<file path="config.mk">
export PLATFORM = sky130hd
export DESIGN_NAME = fft4_bf_arbiter
export DESIGN_NICKNAME = d
export VERILOG_FILES = /design/src/rtl/fft4_pkg.sv /design/src/rtl/fft4_res_fifo.sv /design/src/rtl/fft4_bf_arbiter.sv
export SDC_FILE = /design/constraint.sdc
export NUM_CORES = 1
export LEC_CHECK = 0
export ABC_AREA = 1
export CORE_AREA = 2 2 305 307
export CTS_BUF_LIST = sky130_fd_sc_hd__clkbuf_2 sky130_fd_sc_hd__clkbuf_4 sky130_fd_sc_hd__clkbuf_8
export CTS_CLUSTER_SIZE = 20
export DETAILED_ROUTE_END_ITERATION = 10
export DIE_AREA = 0 0 307 309
export GPL_TIMING_DRIVEN = 0
export PLACE_DENSITY = 0.66
export SKIP_LAST_GASP = 1
export SLEW_MARGIN = 40
export SYNTH_ARGS = -nofsm -noshare
export SYNTH_HDL_FRONTEND = slang
export SYNTH_SLANG_ARGS = --single-unit
</file>
<file path="constraint.sdc">
create_clock -name i_clk -period 2.88 [get_ports i_clk]
set_clock_uncertainty 0.05 [all_clocks]
set_input_delay 0.576 -clock i_clk [delete_from_list [all_inputs] [get_ports i_clk]]
set_output_delay 0.576 -clock i_clk [all_outputs]
set_load 0.05 [all_outputs]
</file>
<file path="src/rtl/fft4_pkg.sv">
// Shared constants and types for the radix-4 butterfly arbiter: requester count,
// result buffer depth, vector lane layout and the in-flight tag.
package fft4_pkg;

  localparam int NUM_REQ   = 2;
  localparam int RES_DEPTH = 2;
  localparam int NUM_PTS   = 4;
  localparam int LANE_I    = 0;
  localparam int LANE_Q    = 1;
  localparam int CRED_W    = $clog2(RES_DEPTH + 1);

  typedef struct packed {
    logic valid;
    logic owner;
  } tag_t;

  function automatic int vec_width(input int w);
    return NUM_PTS * 2 * w;
  endfunction

  // LSB of component (pt, lane) inside a packed {d3q,d3i,...,d0q,d0i} vector
  function automatic int comp_lsb(input int pt, input int lane, input int w);
    return (2 * pt + lane) * w;
  endfunction

endpackage

</file>
<file path="src/rtl/fft4_res_fifo.sv">
// Per-requester result buffer: RES_DEPTH-entry first-word-fall-through FIFO.
// The head entry is presented directly and holds steady until popped.
module fft4_res_fifo
  import fft4_pkg::*;
#(
  parameter int W = 128
) (
  input  logic         i_clk,
  input  logic         i_rst_n,
  input  logic         i_wr_en,
  input  logic [W-1:0] i_wr_data,
  output logic         o_valid,
  input  logic         i_ready,
  output logic [W-1:0] o_data
);

  localparam int AW = (RES_DEPTH > 1) ? $clog2(RES_DEPTH) : 1;
  localparam int CW = $clog2(RES_DEPTH + 1);

  logic [RES_DEPTH-1:0][W-1:0] mem_q;
  logic [AW-1:0]               wr_ptr_q, wr_ptr_d;
  logic [AW-1:0]               rd_ptr_q, rd_ptr_d;
  logic [CW-1:0]               cnt_q, cnt_d;
  logic                        push, pop;

  function automatic logic [AW-1:0] ptr_inc(input logic [AW-1:0] p);
    return (p == AW'(RES_DEPTH - 1)) ? '0 : p + 1'b1;
  endfunction

  assign pop  = o_valid && i_ready;
  // a write into a full buffer lands in the slot the departing head frees
  assign push = i_wr_en && ((cnt_q != CW'(RES_DEPTH)) || pop);

  always_comb begin
    rd_ptr_d = pop  ? ptr_inc(rd_ptr_q) : rd_ptr_q;
    wr_ptr_d = push ? ptr_inc(wr_ptr_q) : wr_ptr_q;
    cnt_d    = cnt_q + CW'(push) - CW'(pop);
  end

  always_ff @(posedge i_clk or negedge i_rst_n) begin
    if (!i_rst_n) begin
      mem_q    <= '0;
      wr_ptr_q <= '0;
      rd_ptr_q <= '0;
      cnt_q    <= '0;
    end else begin
      wr_ptr_q <= wr_ptr_d;
      rd_ptr_q <= rd_ptr_d;
      cnt_q    <= cnt_d;
      if (push) mem_q[wr_ptr_q] <= i_wr_data;
    end
  end

  assign o_valid = (cnt_q != '0);
  assign o_data  = mem_q[rd_ptr_q];

endmodule

</file>
<file path="src/rtl/fft4_bf_arbiter.sv">
// Shares one fixed-latency radix-4 butterfly between two requesters: credit-gated
// round-robin issue, owner tags tracking in-flight vectors, per-owner result buffers.
module fft4_bf_arbiter
  import fft4_pkg::*;
#(
  parameter int SIZE_DATA  = 16,
  parameter int BF_LATENCY = 1
) (
  input  logic                   i_clk,
  input  logic                   i_rst_n,
  input  logic                   i_req0_valid,
  output logic                   o_req0_ready,
  input  logic [8*SIZE_DATA-1:0] i_req0_data,
  input  logic                   i_req1_valid,
  output logic                   o_req1_ready,
  input  logic [8*SIZE_DATA-1:0] i_req1_data,
  output logic                   o_bf_valid,
  output logic [8*SIZE_DATA-1:0] o_bf_data,
  input  logic                   i_bf_complete,
  input  logic [8*SIZE_DATA-1:0] i_bf_data,
  output logic                   o_res0_valid,
  input  logic                   i_res0_ready,
  output logic [8*SIZE_DATA-1:0] o_res0_data,
  output logic                   o_res1_valid,
  input  logic                   i_res1_ready,
  output logic [8*SIZE_DATA-1:0] o_res1_data,
  output logic                   o_err
);

  localparam int VW = vec_width(SIZE_DATA);

  logic [NUM_REQ-1:0]             req_valid, elig, gnt;
  logic [NUM_REQ-1:0]             res_valid, res_ready, pop, fifo_wr, restore;
  logic [NUM_REQ-1:0][VW-1:0]     req_data, res_data;
  logic [NUM_REQ-1:0][CRED_W-1:0] credit_q, credit_d;
  logic                           last_q, gnt_idx, any_gnt;
  logic                           bf_valid_q;
  logic [VW-1:0]                  bf_data_q;
  tag_t [BF_LATENCY:0]            tag_q;
  tag_t                           tag_out;
  logic                           err_q, err_d;

  assign req_valid = {i_req1_valid, i_req0_valid};
  assign req_data  = {i_req1_data, i_req0_data};
  assign res_ready = {i_res1_ready, i_res0_ready};

  // Tie breaks toward whoever was not granted last; otherwise the lone eligible wins.
  always_comb begin
    gnt = elig;
    if (&elig) gnt = last_q ? 2'b01 : 2'b10;
  end

  assign any_gnt = |gnt;
  assign gnt_idx = gnt[1];
  assign tag_out = tag_q[BF_LATENCY];

  // A complete without a tag and a tag without a complete are both protocol faults.
  assign err_d = err_q | (i_bf_complete ^ tag_out.valid);

  for (genvar k = 0; k < NUM_REQ; k++) begin : g_req
    assign elig[k]     = i_rst_n && req_valid[k] && (credit_q[k] != '0);
    assign pop[k]      = res_valid[k] && res_ready[k];
    assign fifo_wr[k]  = i_bf_complete && tag_out.valid && (tag_out.owner == 1'(k));
    assign restore[k]  = !i_bf_complete && tag_out.valid && (tag_out.owner == 1'(k));
    assign credit_d[k] = credit_q[k] + CRED_W'(pop[k]) + CRED_W'(restore[k])
                         - CRED_W'(gnt[k]);

    fft4_res_fifo #(
      .W(VW)
    ) u_res_fifo (
      .i_clk     (i_clk),
      .i_rst_n   (i_rst_n),
      .i_wr_en   (fifo_wr[k]),
      .i_wr_data (i_bf_data),
      .o_valid   (res_valid[k]),
      .i_ready   (res_ready[k]),
      .o_data    (res_data[k])
    );
  end

  always_ff @(posedge i_clk or negedge i_rst_n) begin
    if (!i_rst_n) begin
      credit_q   <= {NUM_REQ{CRED_W'(RES_DEPTH)}};
      last_q     <= 1'b1;
      bf_valid_q <= 1'b0;
      bf_data_q  <= '0;
      tag_q      <= '0;
      err_q      <= 1'b0;
    end else begin
      credit_q   <= credit_d;
      bf_valid_q <= any_gnt;
      err_q      <= err_d;
      if (any_gnt) begin
        last_q    <= gnt_idx;
        bf_data_q <= req_data[gnt_idx];
      end
      // stage BF_LATENCY lines up with i_bf_complete for the same vector
      tag_q[0] <= tag_t'{valid: any_gnt, owner: gnt_idx};
      for (int s = 1; s <= BF_LATENCY; s++) tag_q[s] <= tag_q[s-1];
    end
  end

  assign o_req0_ready = gnt[0];
  assign o_req1_ready = gnt[1];
  assign o_bf_valid   = bf_valid_q;
  assign o_bf_data    = bf_data_q;
  assign o_res0_valid = res_valid[0];
  assign o_res1_valid = res_valid[1];
  assign o_res0_data  = res_data[0];
  assign o_res1_data  = res_data[1];
  assign o_err        = err_q;

endmodule

</file>
Word-level counts from Yosys, hierarchy flattened
Index checks and enable logic that the tools add are counted.
Widths: inputs -> output; s select.
- bits in registers: 658
- output and inout port bits: 390
- logic and storage cells: 88
- add/sub/neg operators: 14
- order comparisons: 7
- equal/unequal tests: 2
- muxes and demuxes: 18
- bitwise gates (word level): 3
- reductions and logical operators: 25
- operators with widths (operator ; number):
    $mux 128 ; 8
    $bwmux 256 ; 2
    $demux 128 s1 ; 2
    $logic_and 1x1->1 ; 16
    $add 2x1->2 ; 6
    $lt 1x2->1 const B ; 5
    $reduce_bool 2->1 ; 4
    $sub 2x1->2 ; 4
    $add 1x1->1 const B ; 4
    $mux 1 ; 4
    $mux 2 ; 2
    $ne 2x2->1 const B ; 2
    $ge 1x1->1 const B ; 2
    $logic_or 1x1->1 ; 2
    $reduce_and 2->1 ; 1
    $reduce_or 2->1 ; 1
    $logic_not 1->1 ; 1
    $not 1->1 ; 1
    $or 1x1->1 ; 1
    $xor 1x1->1 ; 1

Depth between registers and ports, before layout
- depth in word-level cells: 6
- gate-level depth with buffers: 11
- mapped depth without buffers: 9

Cells and area by module
A second synthesis with hierarchy kept.
- cells, all modules: 4185
- area, all modules: 32059.5 um^2
- by module, submodules not included (module ; instances ; cells an instance ; area an instance (um^2) ; sequential area each (um^2)):
    fft4_res_fifo ; 2 ; 1576 ; 12248.0 ; 6506.2
    fft4_bf_arbiter ; 1 ; 1033 ; 7563.5 ; 3457.1

Worst setup path after synthesis
OpenSTA, ideal clock, no wires.
- path type: input port to flip-flop
- start point: input i_req0_valid
- end point: register credit_q[1] (netlist name)
- setup time: 0.075 ns
- arrival: 3.021 ns
- required time: 2.755 ns
- slack: -0.266 ns
- cell stages on the path: 10
- path through: nand2_1 > inv_1 > nand2_1 > buf_2 > buf_2 > a21oi_1 > ha_1 > fa_1 > xnor2_1 > xor2_1
- RTL lines (item ; RTL line ; text):
    from (decl) ; fft4_bf_arbiter.sv:11 ; input logic i_req0_valid,
    to (signal assigned) ; fft4_bf_arbiter.sv:83 ; credit_q <= {NUM_REQ{CRED_W'(RES_DEPTH)}};
    to (signal assigned) ; fft4_bf_arbiter.sv:90 ; credit_q <= credit_d;
    to (decl) ; fft4_bf_arbiter.sv:35 ; logic [NUM_REQ-1:0][CRED_W-1:0] credit_q, credit_d;

Final worst setup path
- start point: register g_req[0].u_res_fifo.rd_ptr_q
- end point: output o_res0_data[89]
- word-level cells in the longest chain between the ends: 2
- ends and longest elaborated chain (item ; RTL line ; text):
    from (decl) ; fft4_res_fifo.sv:22 ; logic [AW-1:0] rd_ptr_q, rd_ptr_d;
    from (signal assigned) ; fft4_res_fifo.sv:48 ; rd_ptr_q <= rd_ptr_d;
    $mux 128 (implied by the code) (2 in series) ; fft4_res_fifo.sv:55 ; assign o_data = mem_q[rd_ptr_q];
    to (decl) ; fft4_bf_arbiter.sv:23 ; output logic [8*SIZE_DATA-1:0] o_res0_data,
No other way between the ends. The select of a mux whose other input is x is not followed.

==> out/qor.csv <==
metric,value,unit
area post-placement,40100,um^2
Fin. Hold Viols,0,
Slew HR,43.6,%
Die Span Y,309,um
worst-path cell chain,clkbuf_8 > buf_2 > nand2_1 > nand2_1 > buf_6,
final worst path period share,98.1,%
most frequent cells in the layout,"nand2_1 (2,444), dfrtp_1 (655), clkdlybuf4s50_1 (513), nand3_1 (384), clkbuf_8 (166)",
final setup vio count,0,
sequential share of power,28.0,%
max cap viols,0,
gr ovfl total,0,
pwr/cell area,1280,nW/um^2
DR vias,30200,
Area contributors post-synth,"dfrtp_1 (54%), nand2_1 (30%), nand3_1 (6.3%)",
share of cells above drive strength 1,15.0,%
DR top layer,met5,
CTS HTree Levels,3,
post-synthesis net count,4465,
critical path startpoint,g_req[0].u_res_fifo.rd_ptr_q$_DFFE_PN0P_,
kind of critical path,reg -> out,
Finished Cell Area,43400,um^2
Leak Pwr,0.0236,uW
largest net degree at the start of global routing,75,
unrepaired setup endpoints after global routing,yes,
Synth warnings,0,
Switch Pwr,28000,uW
vias in the first global route,29800,
Unique masters post-synth,23,
Core Area,91400,um^2
io pins,781,
Worst-path clk slew,60,ps
Avg Inst Size Synth,7.51,um^2
Final Critical Period,2820,ps
cell mode on critical path,nand2_1,
Worst R2R Start,credit_q[3]$_DFF_PN1_,
CP Data Required Time,2250,ps
initial antenna violation count,26,
clock root cell,clkbuf_8,
top cell type's share of synthesized area,53.7,%
Clock power frac,17.3,%
r2r setup slk,510,ps
P&R area growth vs syn,42.3,%
initial core utilization,33.4,%
Skew-Pair Late Insertion Delay,770,ps
FF-to-FF path depth,9,
Final Max Tran Viols,0,
Port Buffers,780,
reg-to-reg endpoint,credit_q[1]$_DFF_PN1_,
Max clock buf depth,3,
Die X,307,um
routed wire length,137000,um
TritonCTS Sinks,658,
slowest cell on the critical path,dfrtp_1,
fin cells,6291,
setup TNS,0,ps
vias per cell,4.79,
First-pass DRT Iterations,6,
gpl congestion,0.946,
met3 WL post-DR,10900,um
overall die area,94900,um^2
first-pass GRT wire length,197000,um
"Max FO, Critical Path",10,
worst hold margin,107,ps
placed insts,6038,
Mapped Cells,4064,
Worst-Margin Slew,850,ps
Startpoint Class,flip-flop,
Global Route Usage Sum,28.4,%
FP Rows,111,
switching share of total power,50.2,%
cell area after synthesis,30500,um^2
maximum vdd drop,0.000845,V
"flops & latches, synth",658,
Int Pwr,27800,uW
fin nets,5411,
detailed placement HPWL,101000,um
met1 wire length,48300,um
Worst path max stage delay,400,ps
status,"finished, final reports clean",
"most common cell after layout, fill and taps aside",nand2_1,
Synth area leader,dfrtp_1,
starting DRC count in detailed routing,2422,
Wirelength per Cell,21.8,um
CTS tree,done,
fmax,354,MHz
clock buffer count from CTS,115,
sequential area share after synthesis,54.0,%
Antenna Nets Post-Route,0,
HP Class,in -> async,
Critical Path AT,2200,ps
DRC Markers,0,
Met2 Routed Length,69200,um
CP endpoint kind,primary output,
combinational power share,54.8,%
-- repair_timing --
item / CTS / global route
setup endpoints to repair: 391 / 172
gates resized for setup: 1595 / 82
cloned: 18 / 0
pin swaps: 1 / 0
buffers inserted: 3 / 5
hold buffers: 16 / 1
endpoints found under the hold margin: 232 / 16
-- power by group through the flow --
stage	Combinational, uW	Clock [uW]	Sequential [uW]
after floorplan	15500	0	18300
after global placement	30200	0	15700
after detailed placement	30500	0	15700
after CTS	30600	9790	15600
after global routing	32200	10200	16100
final	30500	9620	15600
-- per-stage QoR --
| stage | utilization, % | total power (uW) | setup WS [ps] |
|---|---|---|---|
| after CTS | 47.4 | 56000 | -128 |
| final | 47.5 | 55800 | 55.2 |
| after global routing | 47.5 | 58500 | -11.3 |
| after global placement | 43.6 | 45900 | -29570 |
| after floorplan | - | 33700 | 104 |
| after detailed placement | 43.8 | 46100 | -2250 |
-- logic make-up after synthesis --
kind of cell	Yosys count	synth area share, %
and+or+nand+nor	2978	38.3
AOI/OAI and AO/OA	2	0.0328
xor gates and xnor gates	10	0.287
DFF	658	54.0
buffers and inverters	406	6.96
adders and majority gates	10	0.459
-- worst max-delay path by stage --
stage                     cells after the start  slack [ps]                         to
after floorplan                              10         100      credit_q[1]$_DFF_PN1_
after global placement                        1      -29570  o_bf_data[23]$_DFFE_PN0P_
after detailed placement                     11       -2250               o_req1_ready
after CTS                                     5        -130           o_res1_data[104]
after global routing                          6         -10            o_res1_data[60]
final                                         5          60            o_res0_data[89]
-- worst max-delay path, delay by kind of cell, from the launching register on --
| family | cells | cell delay, ps |
|---|---|---|
| buf+inv | 3 | 770 |
| flops | 1 | 400 |
| simple gates | 2 | 230 |
-- layout make-up --
type | count | area (um^2)
tap | 1186 | 1480
fill | 9066 | 48000
clock inverter | 17 | 246
sequential | 658 | 16500
inverter | 154 | 578
buffer | 250 | 1890
timing repair buffer | 831 | 8430
clock buffer | 183 | 2310
multi-input combinational | 3000 | 12000
antenna | 12 | 30.0
-- layer usage --
| layer | vias to the layer above | track usage (%) |
|---|---|---|
| met4 | 20 | 17.5 |
| li1 | 14300 | - |
| met5 | - | 0 |
| met3 | 304 | 7.31 |
| met1 | 14400 | 30.5 |
| met2 | 1206 | 49.9 |
-- cell usage after synthesis, drive strengths merged --
cell type	count
ha	8
a21oi	1
clkbuf	48
xnor2	6
dfrtp	655
o21ai	1
or2	2
nand2	2454
clkinv	1
xor2	4
nand3	385
buf	204
fa	2
dfstp	3
nor2	135
inv	153
nand3b	2
-- flip-flops by register name, summed over array words and instances, names as in the netlist --
name,cells
g_req.u_res_fifo.mem_q,512
g_req.u_res_fifo.wr_ptr_q,2
credit_q,4
tag_q,2
o_err,1
g_req.u_res_fifo.rd_ptr_q,2
g_req.u_res_fifo.cnt_q,4
tag_out,2
o_bf_data,128
last_q,1
Note: power is estimated with default switching activity, not from simulation.
